### config.mk
export PLATFORM = sky130hd
export DESIGN_NAME = mcp_tx_arbiter
export DESIGN_NICKNAME = d
export VERILOG_FILES = /design/src/rtl/mcp_arb_pkg.sv /design/src/rtl/mcp_tx_arbiter_rr_pick.sv /design/src/rtl/mcp_tx_arbiter.sv
export SDC_FILE = /design/constraint.sdc
export NUM_CORES = 1
export LEC_CHECK = 0
export ABC_AREA = 0
export BUFFER_PORTS_ARGS = -buffer_cell sky130_fd_sc_hd__buf_2
export CAP_MARGIN = 20
export CORE_ASPECT_RATIO = 2
export CORE_MARGIN = 2
export CORE_UTILIZATION = 45
export DETAILED_ROUTE_END_ITERATION = 8
export PLACE_DENSITY = 0.88
export SKIP_CTS_REPAIR_TIMING = 1
export SLEW_MARGIN = 10
export SYNTH_ARGS = -nofsm -noshare
export SYNTH_HDL_FRONTEND = slang
export SYNTH_SLANG_ARGS = --single-unit
### constraint.sdc
create_clock -name clk -period 4.5 [get_ports clk]
set_input_delay 0 -clock clk [delete_from_list [all_inputs] [get_ports clk]]
set_output_delay 0 -clock clk [all_outputs]
set_load 0.05 [all_outputs]
### src/rtl/mcp_arb_pkg.sv
// Shared definitions for the multi-cycle-path transmit arbiter and its channel block.
package mcp_arb_pkg;

  localparam int MCP_DATA_W      = 32;
  localparam int MCP_HOLD_CYCLES = 3;

  typedef enum logic [1:0] {
    IDLE     = 2'd0,
    WAIT_RDY = 2'd1,
    HOLD     = 2'd2
  } mcp_arb_state_t;

  // Index/counter width that never collapses to zero bits.
  function automatic int clog2_min1(input int n);
    return (n > 1) ? $clog2(n) : 1;
  endfunction

endpackage

### src/rtl/mcp_tx_arbiter_rr_pick.sv
// Combinational rotate-priority picker: first set bit of req at or above ptr, wrapping.
module rr_pick
  import mcp_arb_pkg::*;
#(
  parameter int  N_REQ = 4,
  localparam int IW    = clog2_min1(N_REQ)
) (
  input  logic [N_REQ-1:0] req,
  input  logic [IW-1:0]    ptr,
  output logic             valid,
  output logic [IW-1:0]    idx,
  output logic [N_REQ-1:0] onehot
);

  localparam logic [IW:0] N_W = (IW+1)'(N_REQ);

  logic [2*N_REQ-1:0] req_dbl;
  logic [N_REQ-1:0]   rot;
  logic [IW:0]        sum;

  // Doubling req lets a plain shift perform the wrap-around rotation.
  assign req_dbl = {req, req};
  assign rot     = N_REQ'(req_dbl >> ptr);

  always_comb begin
    valid = 1'b0;
    idx   = '0;
    sum   = '0;
    for (int i = 0; i < N_REQ; i++) begin
      if (!valid && rot[i]) begin
        valid = 1'b1;
        sum   = {1'b0, ptr} + (IW+1)'(i);
        if (sum >= N_W) sum = sum - N_W;
        idx   = sum[IW-1:0];
      end
    end
  end

  assign onehot = valid ? (N_REQ'(1) << idx) : '0;

endmodule

### src/rtl/mcp_tx_arbiter.sv
// Round-robin scheduler feeding one multi-cycle-path CDC transmit channel:
// grant, launch on ready, then freeze the word for HOLD_CYCLES before the next grant.
module mcp_tx_arbiter
  import mcp_arb_pkg::*;
#(
  parameter int  N_REQ       = 4,
  parameter int  DATA_W      = MCP_DATA_W,
  parameter int  HOLD_CYCLES = MCP_HOLD_CYCLES,
  localparam int IW          = clog2_min1(N_REQ),
  localparam int HW          = clog2_min1(HOLD_CYCLES)
) (
  input  logic                    clk,
  input  logic                    rst,
  input  logic                    en,
  input  logic [N_REQ-1:0]        req,
  input  logic [N_REQ*DATA_W-1:0] req_data,
  output logic [N_REQ-1:0]        ack,
  input  logic                    ch_ready,
  output logic [DATA_W-1:0]       ch_data,
  output logic                    ch_launch,
  output logic [IW-1:0]           grant_id,
  output logic                    busy
);

  mcp_arb_state_t state_q, state_d;

  logic [IW-1:0]     ptr_q, ptr_d;
  logic [HW-1:0]     hold_q, hold_d;
  logic [IW-1:0]     gid_d;
  logic [DATA_W-1:0] data_d;
  logic [N_REQ-1:0]  ack_d;
  logic              launch_d;

  logic              pick_valid;
  logic [IW-1:0]     pick_idx;
  logic [N_REQ-1:0]  pick_onehot;
  logic [DATA_W-1:0] sel_data;

  rr_pick #(.N_REQ(N_REQ)) u_pick (
    .req    (req),
    .ptr    (ptr_q),
    .valid  (pick_valid),
    .idx    (pick_idx),
    .onehot (pick_onehot)
  );

  always_comb begin
    sel_data = '0;
    for (int k = 0; k < N_REQ; k++) begin
      if (pick_idx == IW'(k)) sel_data = req_data[k*DATA_W +: DATA_W];
    end
  end

  always_comb begin
    state_d  = state_q;
    ptr_d    = ptr_q;
    hold_d   = hold_q;
    gid_d    = grant_id;
    data_d   = ch_data;
    ack_d    = '0;
    launch_d = 1'b0;
    case (state_q)
      IDLE: begin
        if (en && pick_valid) begin
          data_d  = sel_data;
          gid_d   = pick_idx;
          ack_d   = pick_onehot;
          state_d = WAIT_RDY;
        end
      end
      WAIT_RDY: begin
        if (ch_ready) begin
          launch_d = 1'b1;
          hold_d   = HW'(HOLD_CYCLES - 1);
          state_d  = HOLD;
        end
      end
      HOLD: begin
        // Pointer only advances once the word has been safely held.
        if (hold_q == '0) begin
          state_d = IDLE;
          ptr_d   = (grant_id == IW'(N_REQ - 1)) ? '0 : grant_id + IW'(1);
        end else begin
          hold_d = hold_q - HW'(1);
        end
      end
      default: state_d = IDLE;
    endcase
  end

  always_ff @(posedge clk) begin
    if (rst) begin
      state_q   <= IDLE;
      ptr_q     <= '0;
      hold_q    <= '0;
      grant_id  <= '0;
      ch_data   <= '0;
      ack       <= '0;
      ch_launch <= 1'b0;
    end else begin
      state_q   <= state_d;
      ptr_q     <= ptr_d;
      hold_q    <= hold_d;
      grant_id  <= gid_d;
      ch_data   <= data_d;
      ack       <= ack_d;
      ch_launch <= launch_d;
    end
  end

  assign busy = (state_q != IDLE);

endmodule

==> impl_metrics.env <==
export IMPL_wl_met3_um=499
export IMPL_start_util=0.466
export IMPL_dp_hpwl_mm=6.54
export IMPL_fin_setup_tns_ns=0
export IMPL_critPathKind="flop to flop"
export IMPL_track_usage=0.262
export IMPL_min_delay_worst_endpoint="ch_data[31]$_SDFFE_PP0P_"
export IMPL_dr_pass1_iters=4
export IMPL_netlist_top_cells_area="dfxtp_1 36%, mux2i_1 6.3%, nor3b_1 5.9%, o31ai_1 5.6%, a211oi_1 5.3%"
export IMPL_drv_slew=0
export IMPL_tritoncts="built"
export IMPL_cts_buffers=5
export IMPL_fin_crit_sh=0.588
export IMPL_start_kind="flop"
export IMPL_vias=2936
export IMPL_ys_seq_area_frac=0.357
export IMPL_rows=38
export IMPL_viasPerCell=5.77
export IMPL_ant_nets=0
export IMPL_n_antenna_cell=0
export IMPL_wirelength_met1_mm=3.00
export IMPL_final_area_sq_um=3530
export IMPL_cts_clk_slew_worst_paths_ns=0.08
export IMPL_synth_top_cell_area_share=0.357
export IMPL_hold_class="input pin to flop"
export IMPL_first_iter_violations=99
export IMPL_ys_seq_elements=45
export IMPL_root_buffer="clkbuf_8"
export IMPL_netlist_instances=286
export IMPL_dpl_cell_area_sq_um=3430
export IMPL_wl_per_cell_um=16.5
export IMPL_setup_viol=0
export IMPL_cts_sinks=45
export IMPL_synth_area_sq_um=2530
export IMPL_grt_max_degree=37
export IMPL_max_slew_margin=0.448
export IMPL_cap_violations=0
export IMPL_drc_errors=0
export IMPL_synth_area_per_cell_sq_um=8.83
export IMPL_setup_ws_ns=1.86
export IMPL_status="complete, no violations"
export IMPL_max_freq_mhz=378
export IMPL_yosys_warnings=0
export IMPL_drive_above_1_share=0.463
export IMPL_grt_first_pass_wirelength_mm=13.0
export IMPL_cp_required_ns=4.71
export IMPL_synth_common_cells="45 x dfxtp_1, 32 x nand2_1, 20 x nor3b_1"
export IMPL_rsz0062_at_grt="false"
export IMPL_r2r_setup_slack_ns=1.86
export IMPL_finClkSkew_ns=0.00341
export IMPL_place_ws_ns=1.83
export IMPL_hold_violations=0
export IMPL_met2_length_mm=4.64
export IMPL_fin_hold_ws_ns=0.00693
export IMPL_min_from="req_data[127]"
export IMPL_synth_edf_count=0
export IMPL_grt_remaining_overflow=0
export IMPL_async_reset_ff_frac=0
export IMPL_yosys_most_used_dff="dfxtp_1"
export IMPL_p_leak_nw=1.63
export IMPL_nFillCells=489
export IMPL_power_per_cell_area_nw_per_um2=308
export IMPL_synth_cell_type_count=43
export IMPL_final_min_clock_period_ns=2.64
export IMPL_worstSetupEndpointType="flop"
export IMPL_clock_path_buffers=2
export IMPL_num_io_pins=176
export IMPL_syn2layout_area_growth_pct=39.8
export IMPL_antenna_found_initial=0
export IMPL_gp_congestion=0.835
export IMPL_tightest_slew_ns=0.829
export IMPL_r2r_end="ch_data[24]$_SDFFE_PP0P_"
export IMPL_wl_mm=8.38
export IMPL_ctsHtreeMaxLevel=2
export IMPL_die_w_um=57.0
export IMPL_synth_top_area_cell="dfxtp_1"
export IMPL_grt_pass1_vias=2916
export IMPL_yosysMostFrequentCell="dfxtp_1"
export IMPL_arrival_ns=2.85
export IMPL_die_area_sq_um=6270
export IMPL_io_buffers=175
export IMPL_reg2reg_depth=4
export IMPL_synth_nets=424
export IMPL_critPathMaxFanout=36
export IMPL_fp_dieH_um=110
export IMPL_rr_startpoint="state_q[1]$_SDFFE_PP0P_"
export IMPL_top_layer="met4"
export IMPL_num_nets_final=586
export IMPL_clkLatencyLatePin_ns=0.29
export IMPL_irDropWorstVdd_uv=261
export IMPL_holdPathStages=3
export IMPL_core_sq_um=5420
==> placed cells by master (no fill, tap or decap), types with 3 or more instances in the layout <==
cell      netlist  routed
o31ai_1        19      19
mux2i_1        16      16
o22ai_1        17      17
a22oi_1        13      13
nor3_1          3       3
buf_4           1       6
dfxtp_1        45      45
nor2_1         18      17
nor3b_1        20      20
a21oi_1         4       4
inv_1           7       7
o221ai_1        5       5
clkbuf_8        0       7
o21ai_0         5       5
o221ai_2        9       9
nor2b_1         4       4
buf_2           6     175
nand2_1        32      32
a211oi_1       18      18
==> cell families (layout without fill, tap and decap cells) <==
logic type | count (synthesis) | after routing | share of synthesized area
AND/OR/NAND/NOR | 86 | 86 | 0.175
AO/OA/AOI/OAI | 104 | 104 | 0.339
multiplexers | 16 | 16 | 0.0634
buffers and inverters | 33 | 196 | 0.0565
flip-flops | 45 | 45 | 0.357
adder cells (fa/ha/maj) | 2 | 2 | 0.00990
==> report_power, final <==
| group | switching [W] | internal, W | total [W] |
|---|---|---|---|
| Sequential | 0.0000192 | 0.000432 | 0.000451 |
| Clock | 0.000134 | 0.000139 | 0.000273 |
| Combinational | 0.000235 | 0.000127 | 0.000362 |
| Total | 0.000388 | 0.000698 | 0.00109 |
==> worst max-delay path by stage <==
| stage | start | end | slack (ns) | cells past startpoint |
|---|---|---|---|---|
| floorplan | ptr_q[1]$_SDFFE_PP0P_ | ch_data[30]$_SDFFE_PP0P_ | 2.58 | 8 |
| global route | state_q[1]$_SDFFE_PP0P_ | ch_data[24]$_SDFFE_PP0P_ | 1.68 | 4 |
| detailed placement | state_q[1]$_SDFFE_PP0P_ | ch_data[24]$_SDFFE_PP0P_ | 1.83 | 4 |
| CTS | state_q[1]$_SDFFE_PP0P_ | ch_data[24]$_SDFFE_PP0P_ | 1.83 | 4 |
| finish | state_q[1]$_SDFFE_PP0P_ | ch_data[24]$_SDFFE_PP0P_ | 1.86 | 4 |
| global placement | state_q[1]$_SDFFE_PP0P_ | ch_data[28]$_SDFFE_PP0P_ | 1.94 | 4 |
==> metal layers <==
layer,vias to the layer above,track usage
met5,-,0
met1,1353,0.273
li1,1422,-
met4,0,0.113
met2,136,0.495
met3,25,0.0494
==> worst max-delay path, stage by stage (launching register included) <==
cell and delay [ns]:
dfxtp_1 0.43, a2111oi_4 0.60, nand2b_2 0.59, or2_1 0.66, o221ai_1 0.26
==> sequential cells by signal, indices dropped and copies added (netlist names) <==
register	cells
ack	4
ch_data	32
hold_q	2
grant_id	2
ch_launch	1
state_q	2
ptr_q	2
==> metrics by stage <==
step                      total power, W  cells   util
after detailed placement        0.000823    501  0.633
after CTS                        0.00109    509  0.651
final                            0.00109    509  0.651
after floorplan                 0.000702    286      -
after global placement          0.000814    501  0.633
after global routing             0.00114    509  0.651
==> final cells by class <==
type	instances	area, sq um	share of cell area
clock inverter	1	5.00	0.00142
multi-input combinational	208	1510	0.427
inverter	7	26.3	0.00744
timing repair buffer	181	921	0.261
sequential	45	901	0.255
tap	60	75.1	0.0213
clock buffer	7	96.3	0.0273
No activity file was read; power rests on OpenSTA's default activity.
